$ cat config.mk
export PLATFORM = sky130hd
export DESIGN_NAME = serial_record_loader
export DESIGN_NICKNAME = d
export VERILOG_FILES = /design/src/rtl/serial_record_loader.sv
export SDC_FILE = /design/constraint.sdc
export NUM_CORES = 1
export LEC_CHECK = 0
export BUFFER_PORTS_ARGS = -buffer_cell sky130_fd_sc_hd__buf_2
export CAP_MARGIN = 20
export CORE_UTILIZATION = 61
export CTS_BUF_LIST = sky130_fd_sc_hd__clkbuf_16
export DETAILED_ROUTE_END_ITERATION = 8
export PLACE_DENSITY = 0.84
export SLEW_MARGIN = 20
export SYNTH_ARGS = -nofsm -noshare
export SYNTH_HDL_FRONTEND = slang
export SYNTH_SLANG_ARGS = --single-unit
export TNS_END_PERCENT = 10
$ cat constraint.sdc
create_clock -name CLK -period 5.4 [get_ports CLK]
set_input_delay 0.27 -clock CLK [delete_from_list [all_inputs] [get_ports CLK]]
set_output_delay 0.27 -clock CLK [all_outputs]
set_load 0.02 [all_outputs]
$ cat src/rtl/serial_record_loader.sv
// Deserializes LANES-bit beats into MSB-aligned records of (feat+1) fields and
// emits one RAM write per completed record, with no bubble between records.
module serial_record_loader #(
   parameter int ADDR_WIDTH   = 12,
   parameter int MAX_FEATURES = 15,
   parameter int FIELD_WIDTH  = 16,
   parameter int LANES        = 1,
   parameter int DATA_WIDTH   = FIELD_WIDTH * (MAX_FEATURES + 1)
) (
   input  logic                  CLK,
   input  logic                  RST,
   input  logic                  start,
   input  logic [ADDR_WIDTH-1:0] num_dp,
   input  logic [3:0]            feat,
   input  logic                  ser_valid,
   input  logic [LANES-1:0]      ser,
   output logic                  ser_ready,
   output logic                  wr_en,
   output logic [ADDR_WIDTH-1:0] addr,
   output logic [DATA_WIDTH-1:0] data,
   output logic                  flag,
   output logic                  busy,
   output logic                  done
);

   localparam int PW = $clog2(DATA_WIDTH + 1);

   typedef enum logic [1:0] {IDLE, LOAD, DONE} state_t;

   state_t                 state_reg, state_next;
   logic [3:0]             feat_reg;
   logic [ADDR_WIDTH-1:0]  num_dp_reg;
   logic [ADDR_WIDTH-1:0]  rec_reg;
   logic [PW-1:0]          ptr_reg;
   logic [DATA_WIDTH-1:0]  asm_reg;
   logic                   wr_en_reg;
   logic [ADDR_WIDTH-1:0]  addr_reg;
   logic [DATA_WIDTH-1:0]  data_reg;
   logic                   flag_reg;

   logic [3:0]             feat_clamp;
   logic [PW-1:0]          base_in;
   logic [PW-1:0]          base_q;
   logic [PW-1:0]          flag_off;
   logic                   accept;
   logic                   last_beat;
   logic                   final_rec;
   logic                   covers_flag;
   logic [DATA_WIDTH-1:0]  asm_fill;

   always_comb begin
      feat_clamp  = (int'(feat) > MAX_FEATURES) ? 4'(MAX_FEATURES) : feat;
      base_in     = PW'(DATA_WIDTH - FIELD_WIDTH * (int'(feat_clamp) + 1));
      base_q      = PW'(DATA_WIDTH - FIELD_WIDTH * (int'(feat_reg) + 1));
      flag_off    = PW'(int'(base_q) + (FIELD_WIDTH / 2) * (int'(feat_reg) + 1));
      accept      = ser_valid && (state_reg == LOAD);
      last_beat   = accept && (int'(ptr_reg) + LANES == DATA_WIDTH);
      final_rec   = last_beat && (rec_reg == num_dp_reg);
      covers_flag = (int'(ptr_reg) <= int'(flag_off)) &&
                    (int'(flag_off) < int'(ptr_reg) + LANES);
      // asm is zero above the pointer, so OR-ing the shifted beat places it exactly
      asm_fill    = asm_reg | ({{(DATA_WIDTH-LANES){1'b0}}, ser} << ptr_reg);
   end

   always_ff @(posedge CLK) begin
      if (RST) state_reg <= IDLE;
      else     state_reg <= state_next;
   end

   always_comb begin
      state_next = state_reg;
      ser_ready  = 1'b0;
      busy       = 1'b0;
      done       = 1'b0;
      case (state_reg)
         IDLE: begin
            if (start) state_next = LOAD;
         end
         LOAD: begin
            ser_ready = 1'b1;
            busy      = 1'b1;
            if (final_rec) state_next = DONE;
         end
         DONE: begin
            done = 1'b1;
            if (start) state_next = LOAD;
         end
         default: state_next = IDLE;
      endcase
   end

   always_ff @(posedge CLK) begin
      if (RST) begin
         feat_reg   <= '0;
         num_dp_reg <= '0;
         rec_reg    <= '0;
         ptr_reg    <= '0;
         asm_reg    <= '0;
         wr_en_reg  <= 1'b0;
         addr_reg   <= '0;
         data_reg   <= '0;
         flag_reg   <= 1'b0;
      end else begin
         wr_en_reg <= 1'b0;
         if (state_reg != LOAD && start) begin
            feat_reg   <= feat_clamp;
            num_dp_reg <= num_dp;
            rec_reg    <= '0;
            ptr_reg    <= base_in;
            asm_reg    <= '0;
            flag_reg   <= 1'b0;
         end else if (accept) begin
            if (rec_reg == num_dp_reg && covers_flag) flag_reg <= 1'b1;
            if (last_beat) begin
               wr_en_reg <= 1'b1;
               addr_reg  <= rec_reg;
               data_reg  <= asm_fill;
               ptr_reg   <= base_q;
               asm_reg   <= '0;
               if (!final_rec) rec_reg <= rec_reg + ADDR_WIDTH'(1);
            end else begin
               asm_reg <= asm_fill;
               ptr_reg <= ptr_reg + PW'(LANES);
            end
         end
      end
   end

   assign wr_en = wr_en_reg;
   assign addr  = addr_reg;
   assign data  = data_reg;
   assign flag  = flag_reg;

endmodule

# ---- After elaboration in Yosys (flattened, before gate mapping)
# Index checks and enable logic that the tools add are counted.
dict set report totals {
  input_bits 21
  ff_bits 565
  out_inout_bits 273
  word_cells 57
}
dict set report classes {
  bitwise_logic 4
  add_sub_neg 8
  order_cmp 2
  n_eq_ne 7
  shifts 1
  n_reduce_logical 15
  muxes 10
}
# cell count
set ops {}
lappend ops {{256-bit two-way mux} 1}
lappend ops {{256-bit bitwise OR} 1}
lappend ops {{1-bit by 9-bit left shift with 256-bit output} 1}
lappend ops {{32-bit by 10-bit == test with 1-bit output, second input constant} 1}
lappend ops {{9-bit two-way mux} 3}
lappend ops {{9-bit subtractor, first input constant} 2}
lappend ops {{12-bit by 1-bit adder with 12-bit output, second input constant} 1}
lappend ops {{12-bit == test} 1}
lappend ops {{4-bit by 1-bit adder with 5-bit output, second input constant} 2}
lappend ops {{9-bit by 1-bit adder with 10-bit output, second input constant} 1}
lappend ops {{9-bit by 10-bit less-than comparator with 1-bit output} 1}
lappend ops {{9-bit by 1-bit adder with 9-bit output, second input constant} 1}
lappend ops {{9-bit by 8-bit adder with 9-bit output} 1}
lappend ops {{9-bit less-or-equal comparator} 1}
lappend ops {{1-bit logical AND} 6}
lappend ops {{3-bit AND reduction} 2}
lappend ops {{2-bit two-way mux} 2}
lappend ops {{2-bit by 1-bit != test with 1-bit output, second input constant} 2}
lappend ops {{2-bit case mux with 2 select lines} 1}
lappend ops {{2-bit AND reduction} 2}
lappend ops {{2-bit OR reduction} 2}
lappend ops {{1-bit two-way mux} 3}
lappend ops {{1-bit NOT} 3}
lappend ops {{3-bit OR reduction} 1}
lappend ops {{5 further kinds} 5}

# ---- Longest topological paths before layout
# Gate-level depths: netlist of the first run.
dict set report logic_depth {
  word_depth 7
  mapped_depth 15
  mapped_depth_nobuf 15
}

# ---- Least setup slack after synthesis of the first run
# OpenSTA, ideal clock, no wires.
dict set report synth_path {
  path_type {reg-to-reg}
  start {reg feat_reg[0]}
  end {reg flag_reg, in the netlist flag}
  stages_incl_launch_ff 13
  t_arrival_ns 2.813
  slack_ns 2.512
  setup_time_ns 0.075
  n_path_buf 0
  cell_sequence {dfxtp_1 > inv_1 > ha_1 > xor2_1 > xnor2_1 > ha_1 > nor2_1 > xnor2_1 > ha_1 > a21o_1 > a2111oi_0 > o221ai_1 > o21ai_0}
}
dict set report synth_via {
  elab_chain_len 7
  elab_cells_between_ends 8
  classes_between {add/sub: 3; order compare: 2; reduce/logical: 3}
}
# item line
set synth_rtl {}
lappend synth_rtl {{from (decl)} 31} ;# logic [3:0] feat_reg;
lappend synth_rtl {{from (signal assigned)} 106} ;# feat_reg <= feat_clamp;
lappend synth_rtl {{4-bit by 1-bit adder with 5-bit output (*)} {54, 55}}
lappend synth_rtl {{9-bit subtractor} 54} ;# base_q = PW'(DATA_WIDTH - FIELD_WIDTH * (int'(feat_reg) + 1));
lappend synth_rtl {{9-bit by 8-bit adder with 9-bit output (*)} 55} ;# flag_off = PW'(int'(base_q) + (FIELD_WIDTH / 2) * (int'(feat_reg) + 1));
lappend synth_rtl {{9-bit by 10-bit less-than comparator with 1-bit output / 9-bit less-or-equal comparator (equally long branches)} {60, 59}}
lappend synth_rtl {{1-bit logical AND (*)} 59} ;# covers_flag = (int'(ptr_reg) <= int'(flag_off)) &&
lappend synth_rtl {{1-bit logical AND (*)} 113} ;# if (rec_reg == num_dp_reg && covers_flag) flag_reg <= 1'b1;
lappend synth_rtl {{2-bit AND reduction (no line) (*)} --}
lappend synth_rtl {{to (signal assigned)} 102} ;# flag_reg <= 1'b0;
lappend synth_rtl {{to (signal assigned)} 111} ;# flag_reg <= 1'b0;
lappend synth_rtl {{to (signal assigned)} 113}
lappend synth_rtl {{to (decl)} 39} ;# logic flag_reg;
# Every way passes the cells marked *; elsewhere a longest branch is shown, timed or not.
# A chain may end at the register's enable or synchronous reset.

# ---- Worst setup path after layout of the first run
dict set report layout_path {
  start {reg ptr_reg[7]}
  end {reg asm_reg[179]}
}
dict set report layout_via {
  elab_chain_len 4
  elab_cells_between_ends 6
  classes_between {add/sub: 1; eq/ne: 1; shift: 1; mux: 1; bitwise: 1; reduce/logical: 1}
}
# item line
set layout_rtl {}
lappend layout_rtl {{from (decl)} 34} ;# logic [PW-1:0] ptr_reg;
lappend layout_rtl {{from (signal assigned)} 109} ;# ptr_reg <= base_in;
lappend layout_rtl {{from (signal assigned)} 118} ;# ptr_reg <= base_q;
lappend layout_rtl {{from (signal assigned)} 123} ;# ptr_reg <= ptr_reg + PW'(LANES);
lappend layout_rtl {{9-bit by 1-bit adder with 10-bit output} 57} ;# last_beat = accept && (int'(ptr_reg) + LANES == DATA_WIDTH);
lappend layout_rtl {{32-bit by 10-bit == test with 1-bit output} 57}
lappend layout_rtl {{1-bit logical AND} 57}
lappend layout_rtl {{256-bit two-way mux (*)} 114} ;# if (last_beat) begin
lappend layout_rtl {{to (signal assigned)} 122} ;# asm_reg <= asm_fill;
lappend layout_rtl {{to (decl)} 35} ;# logic [DATA_WIDTH-1:0] asm_reg;
# Marked as above.

==> impl_metrics.json, run 1 <==
{
  "status": "finished, final reports clean",
  "worstSetupPathType": "flip-flop to flip-flop",
  "clk_path_buf_depth": 3,
  "htreeDepth": 2,
  "antenna_found_initial": 1,
  "postCtsSetupRepairBufs": 0,
  "finalMaxSlewViolations": 0,
  "hpwl_um": 40600,
  "fill_cells": 2566,
  "cts_root_buffer": "clkbuf_16",
  "synth-edff-count": 0,
  "place_ws_ns": 1.78,
  "worstRegToRegCells": 7,
  "worstSkewPairLatency_ns": 0.58,
  "crit_path_end_kind": "flip-flop",
  "ctsResizeCount": 0,
  "power.total_mw": 8.28,
  "yosysWarnings": 0,
  "io_pins": 294,
  "crit_arrival_ns": 4.16,
  "relSlewSlack_pct": 2.10,
  "ff_latch_area_mm2": 0.0113,
  "grt_max_degree": 257,
  "setup_slack_ns": 1.64,
  "p_per_area_mw_per_mm2": 338,
  "tightest_slew_ns": 1.47,
  "synth_fp_nets": 2549,
  "hp-class": "primary input to flip-flop",
  "setup.worst_path.start": "ptr_reg[7]",
  "routed-via-count": 19723,
  "ys_ff_latch": 565,
  "nets": 2731,
  "worstPathRequired_ns": 5.80,
  "synth_ff_type": "dfxtp_1",
  "first_pass_iters": 6,
  "rsz0062_at_grt": "false",
  "drv_cap": 0,
  "fin_crit_ns": 3.76,
  "setup_viol": 0,
  "ant_nets": 0,
  "fp.dieW_um": 188,
  "ys_types": 50,
  "syn_area_per_cell_um2": 8.42,
  "core-area_mm2": 0.0338,
  "cts_made_buffers": 53,
  "grt_pass1_vias": 18047,
  "stdcell_count": 3180,
  "clkSlewWorstSetupHoldPaths_ns": 0.06,
  "fin_crit_sh_pct": 69.7,
  "io_buffers": 293,
  "drive_above_1_share_pct": 15.8,
  "wl_per_cell_um": 20.4,
  "synthCells": 2507,
  "r2r_end": "asm_reg[179]",
  "peakVddDrop_uv": 235,
  "dp.cells": 3064,
  "async_flop_share_pct": 0,
  "fp-row-count": 67,
  "start_util_pct": 62.4,
  "grt_overflow": 0,
  "fmax_mhz": 266,
  "clock-skew-final_ns": 0.0131,
  "drt_wl_total_um": 64800,
  "tns_ns": 0,
  "numClockSinks": 565,
  "syn_to_final_growth_pct": 16.1,
  "die-area_mm2": 0.0353,
  "endpoint": "asm_reg[179]",
  "vias_per_cell": 6.20,
  "final_cell_mix": "593 x nor2_1, 565 x dfxtp_1, 303 x a21oi_1",
  "seq_area_frac_synth_pct": 53.6,
  "die_y_um": 188,
  "netlist_area_mm2": 0.0211,
  "mostFrequentLayoutCell": "nor2_1",
  "grt_usage_pct": 35.5,
  "multiInputGateArea_mm2": 0.00889,
  "p_leak_nw": 9.46,
  "place.gp.congestion": 0.898,
  "r2r_setup_slack_ns": 1.64,
  "worstPathMaxFanout": 256,
  "critPathLaunchType": "flip-flop",
  "grt_pass1_wl_um": 99700,
  "drtIter0Drc": 2349,
  "cts_tree": "done",
  "drc_errors": 0,
  "final-hold-violation-count": 0,
  "r2r_start": "ptr_reg[7]"
}
==> logic make-up after synthesis <==
logic type	count (synthesis)	synth area share, %
and+or+nand+nor	1057	21.3
AOI/OAI and AO/OA	595	17.6
DFF	565	53.6
buffers and inverters	235	4.83
xor gates and xnor gates	33	1.37
adders and majority gates	21	1.25
muxes	1	0.0474
==> synthesized netlist by cell type, types with 2 or more instances <==
cell / instances / area (um^2)
buf_6: 2 / 22.5
nand2b_1: 10 / 62.6
ha_1: 21 / 263
a2111oi_0: 2 / 17.5
xnor2_1: 27 / 236
clkbuf_1: 112 / 420
dfxtp_1: 565 / 11300
nand4b_1: 2 / 17.5
and3_1: 6 / 37.5
a31o_2: 2 / 17.5
and2_1: 4 / 25.0
nor3_1: 281 / 1410
buf_2: 95 / 475
o21ai_0: 6 / 30.0
nand2_1: 95 / 357
nand4_1: 14 / 87.6
a21o_1: 4 / 30.0
a211oi_1: 255 / 1910
nor2_1: 610 / 2290
o32ai_1: 2 / 17.5
xor2_1: 6 / 52.6
or2_2: 3 / 18.8
nor2b_1: 3 / 18.8
a21oi_1: 303 / 1520
a31oi_1: 4 / 25.0
nor4_1: 2 / 12.5
or3_1: 6 / 37.5
inv_1: 20 / 75.1
a311oi_1: 3 / 26.3
buf_1: 5 / 18.8
o22ai_1: 3 / 18.8
nand3_1: 16 / 80.1
==> worst max-delay path: stages, from the launching register on <==
cell and delay [ns]:
dfxtp_1 0.58, nand2b_1 0.41, nor3_1 0.24, o2111ai_1 0.36, or2_4 0.60, nand2_4 0.16, buf_12 0.57, nor2_1 0.17
==> how the worst min path moves through the flow <==
| stage | start | to | slack (ns) | cells past startpoint |
|---|---|---|---|---|
| 2_1_floorplan | num_dp[0] | num_dp_reg[0] | 0.41 | 2 |
| 3_3_place_gp | addr[8] | addr[8] | 0.45 | 2 |
| 3_5_place_dp | addr[11] | addr[11] | 0.45 | 2 |
| 4_1_cts | ser_valid | ptr_reg[6] | 0.24 | 5 |
| 5_1_grt | ser_valid | ptr_reg[6] | 0.28 | 5 |
| 6_report | RST | feat_reg[3] | 0.20 | 2 |
==> layer usage <==
layer	up-vias	part of all wire (%)	track usage [%]
met5	-	0	0
met4	0	4.2	15.9
met3	201	11	5.97
met2	1220	45	55.5
met1	9240	40	48.3
li1	9062	-	-
==> per-stage QoR <==
| step | area (um^2) | hold WS (ns) | utilization, % |
|---|---|---|---|
| floorplan | 21100 | 0.406 | - |
| global placement | 22600 | 0.446 | 66.8 |
| detailed placement | 22600 | 0.449 | 66.9 |
| CTS | 24500 | 0.240 | 72.4 |
| global route | 24500 | 0.276 | 72.5 |
| finish | 24500 | 0.201 | 72.5 |
==> repair_timing <==
action,in CTS,in global routing
hold endpoints to repair,18,0
hold buffers,17,0
setup endpoints to repair,0,0
==> where the power goes <==
group          internal, mW  leakage [nW]  switching [mW]
combinational         0.101          4.02           0.312
clock                  2.07         0.881            1.60
sequential             4.18          4.55          0.0225
==> cell type report <==
| type | instances | area share [%] |
|---|---|---|
| Clock inverter | 44 | 1.50 |
| Sequential cell | 565 | 46.2 |
| Multi-Input combinational cell | 1707 | 36.3 |
| Inverter | 20 | 0.307 |
| Timing Repair Buffer | 342 | 8.01 |
| Clock buffer | 53 | 5.42 |
| Antenna cell | 1 | 0.0102 |
| Tap cell | 448 | 2.29 |
No activity file was read; power rests on OpenSTA's default activity.
==> run 2, diff against run 1 <==
Settings changed: CORE_UTILIZATION 61 to 51, PLACE_DENSITY 0.84 to 0.75.
Clock period 5.4 ns to 3.2 ns, I/O delays scaled along.
==> impl_metrics.json, run 2 (same netlist as run 1, synthesis figures left out) <==
{
  "slowest_stage": "dfxtp_1",
  "antenna_found_initial": 1,
  "routed-via-count": 19716,
  "io_pins": 294,
  "postCtsSetupRepairBufs": 0,
  "hp-class": "primary input to flip-flop",
  "grt_usage_pct": 31.5,
  "finalMaxSlewViolations": 0,
  "io_buffers": 293,
  "drive_above_1_share_pct": 17.7,
  "grt_pass1_vias": 18074,
  "setup_viol": 0,
  "fmax_mhz": 337,
  "drtIter0Drc": 2112,
  "numClockSinks": 565,
  "cts_made_buffers": 55,
  "final-hold-violation-count": 0,
  "peakVddDrop_uv": 401,
  "clk_path_buf_depth": 3,
  "rsz0062_at_grt": "false",
  "grt_pass1_wl_um": 103000,
  "die_y_um": 205,
  "worstPathRequired_ns": 3.65,
  "cts_tree": "done",
  "ff_latch_area_mm2": 0.0113,
  "ant_nets": 0,
  "final_cell_mix": "593 x nor2_1, 564 x dfxtp_1, 302 x a21oi_1",
  "drc_errors": 0,
  "power.total_mw": 14.7,
  "mostFrequentLayoutCell": "nor2_1",
  "crit_buf_inv": 1,
  "clock-skew-final_ns": 0.0171,
  "vias_per_cell": 5.90,
  "crit_chain": "and2_1 -> nand2_1 -> o31a_2 -> or2_4 -> buf_12 -> a211oi_1 -> nor3_1",
  "slowest_delay_ns": 0.54,
  "critical_path.top_delay_family": "simple AND/OR/NAND/NOR gates",
  "hpwl_um": 44600,
  "grt_overflow": 0,
  "p_per_area_mw_per_mm2": 577,
  "syn_to_final_growth_pct": 20.5,
  "tightest_slew_ns": 1.14,
  "p_leak_nw": 9.95,
  "grt_max_degree": 182,
  "drv_cap": 0,
  "status": "finished, final reports clean",
  "multiInputGateArea_mm2": 0.00888,
  "place.gp.congestion": 0.895,
  "fin_crit_sh_pct": 92.8,
  "nets": 2802,
  "crit_path_end_kind": "flip-flop",
  "tns_ns": 0,
  "die-area_mm2": 0.0422,
  "antennaDiodeCount": 0,
  "fin_crit_ns": 2.97,
  "htreeDepth": 2,
  "cts_root_buffer": "clkbuf_16",
  "fill_cells": 3565,
  "first_pass_iters": 6,
  "worstPathMaxFanout": 94,
  "fp-row-count": 74,
  "drt_wl_total_um": 67700,
  "clkSlewWorstSetupHoldPaths_ns": 0.07,
  "relSlewSlack_pct": 24.1,
  "crit_arrival_ns": 3.42,
  "start_util_pct": 51.7,
  "critPathLaunchType": "flip-flop",
  "worstSkewPairLatency_ns": 0.62,
  "core-area_mm2": 0.0408,
  "wl_per_cell_um": 20.3,
  "fp.dieW_um": 205,
  "worstSetupPathType": "flip-flop to flip-flop"
}
==> run 2: changes by cell type in the layout (fill, tap and decap cells not counted), sizes merged <==
cell	change
dlygate4sd3	+14
clkinv	+1
clkinvlp	-2
diode	-1
bufinv	+3
buf	+55
inv	+1
clkbuf	+4
==> run 2: worst register-to-register path, stage by stage (launching register included) <==
cell and delay, ns:
dfxtp_1 0.54, and2_1 0.39, nand2_1 0.09, o31a_2 0.42
or2_4 0.46, buf_12 0.31, a211oi_1 0.52, nor3_1 0.09
==> run 2: metal layers <==
layer	GRT usage, %	wire (um)	up-vias
li1	-	-	9224
met1	43.7	29200	9449
met2	48.5	30500	892
met3	5.72	5600	151
met4	12.4	2400	0
met5	0	0	-
==> run 2: what timing repair did <==
action	4_1_cts	5_1_grt
endpoints found under the hold margin	47	0
hold buffers	31	0
resized for setup	0	5
endpoints found under the setup margin	0	1
==> run 2: final cells by class <==
type	count	share of cell area [%]
clock inverter	47	1.85
timing repair buffer	411	10.2
clock buffer	57	5.61
multi-input combinational	1707	34.9
tap	532	2.62
inverter	20	0.295
sequential	565	44.5
==> run 2: metrics by stage <==
stage | utilization, % | worst slack [ns] | cells | hold slack (ns) | area, um^2
3_5_place_dp | 56.7 | 0.114 | 3203 | 0.407 | 23200
2_1_floorplan | - | 0.312 | 2507 | 0.296 | 21100
3_3_place_gp | 56.7 | 0.0531 | 3203 | 0.407 | 23200
4_1_cts | 62.1 | 0.0917 | 3338 | 0.0977 | 25400
5_1_grt | 62.2 | 0.0287 | 3339 | 0.190 | 25400
6_report | 62.2 | 0.232 | 3339 | 0.123 | 25400
==> run 2: final timing paths <==
check	start	endpoint	slack, ns	cells past startpoint
max	ptr_reg[3]	data[237]	0.23	7
max reg2reg	ptr_reg[3]	data[237]	0.23	7
min reg2reg	addr[10]	addr[10]	0.45	2
min	ser	asm_reg[4]	0.12	5
==> run 2: power breakdown <==
group | total [mW] | switching [mW] | internal [mW]
logic | 0.791 | 0.558 | 0.233
clock network | 6.79 | 2.82 | 3.96
registers | 7.08 | 0.0314 | 7.05
total | 14.7 | 3.41 | 11.3
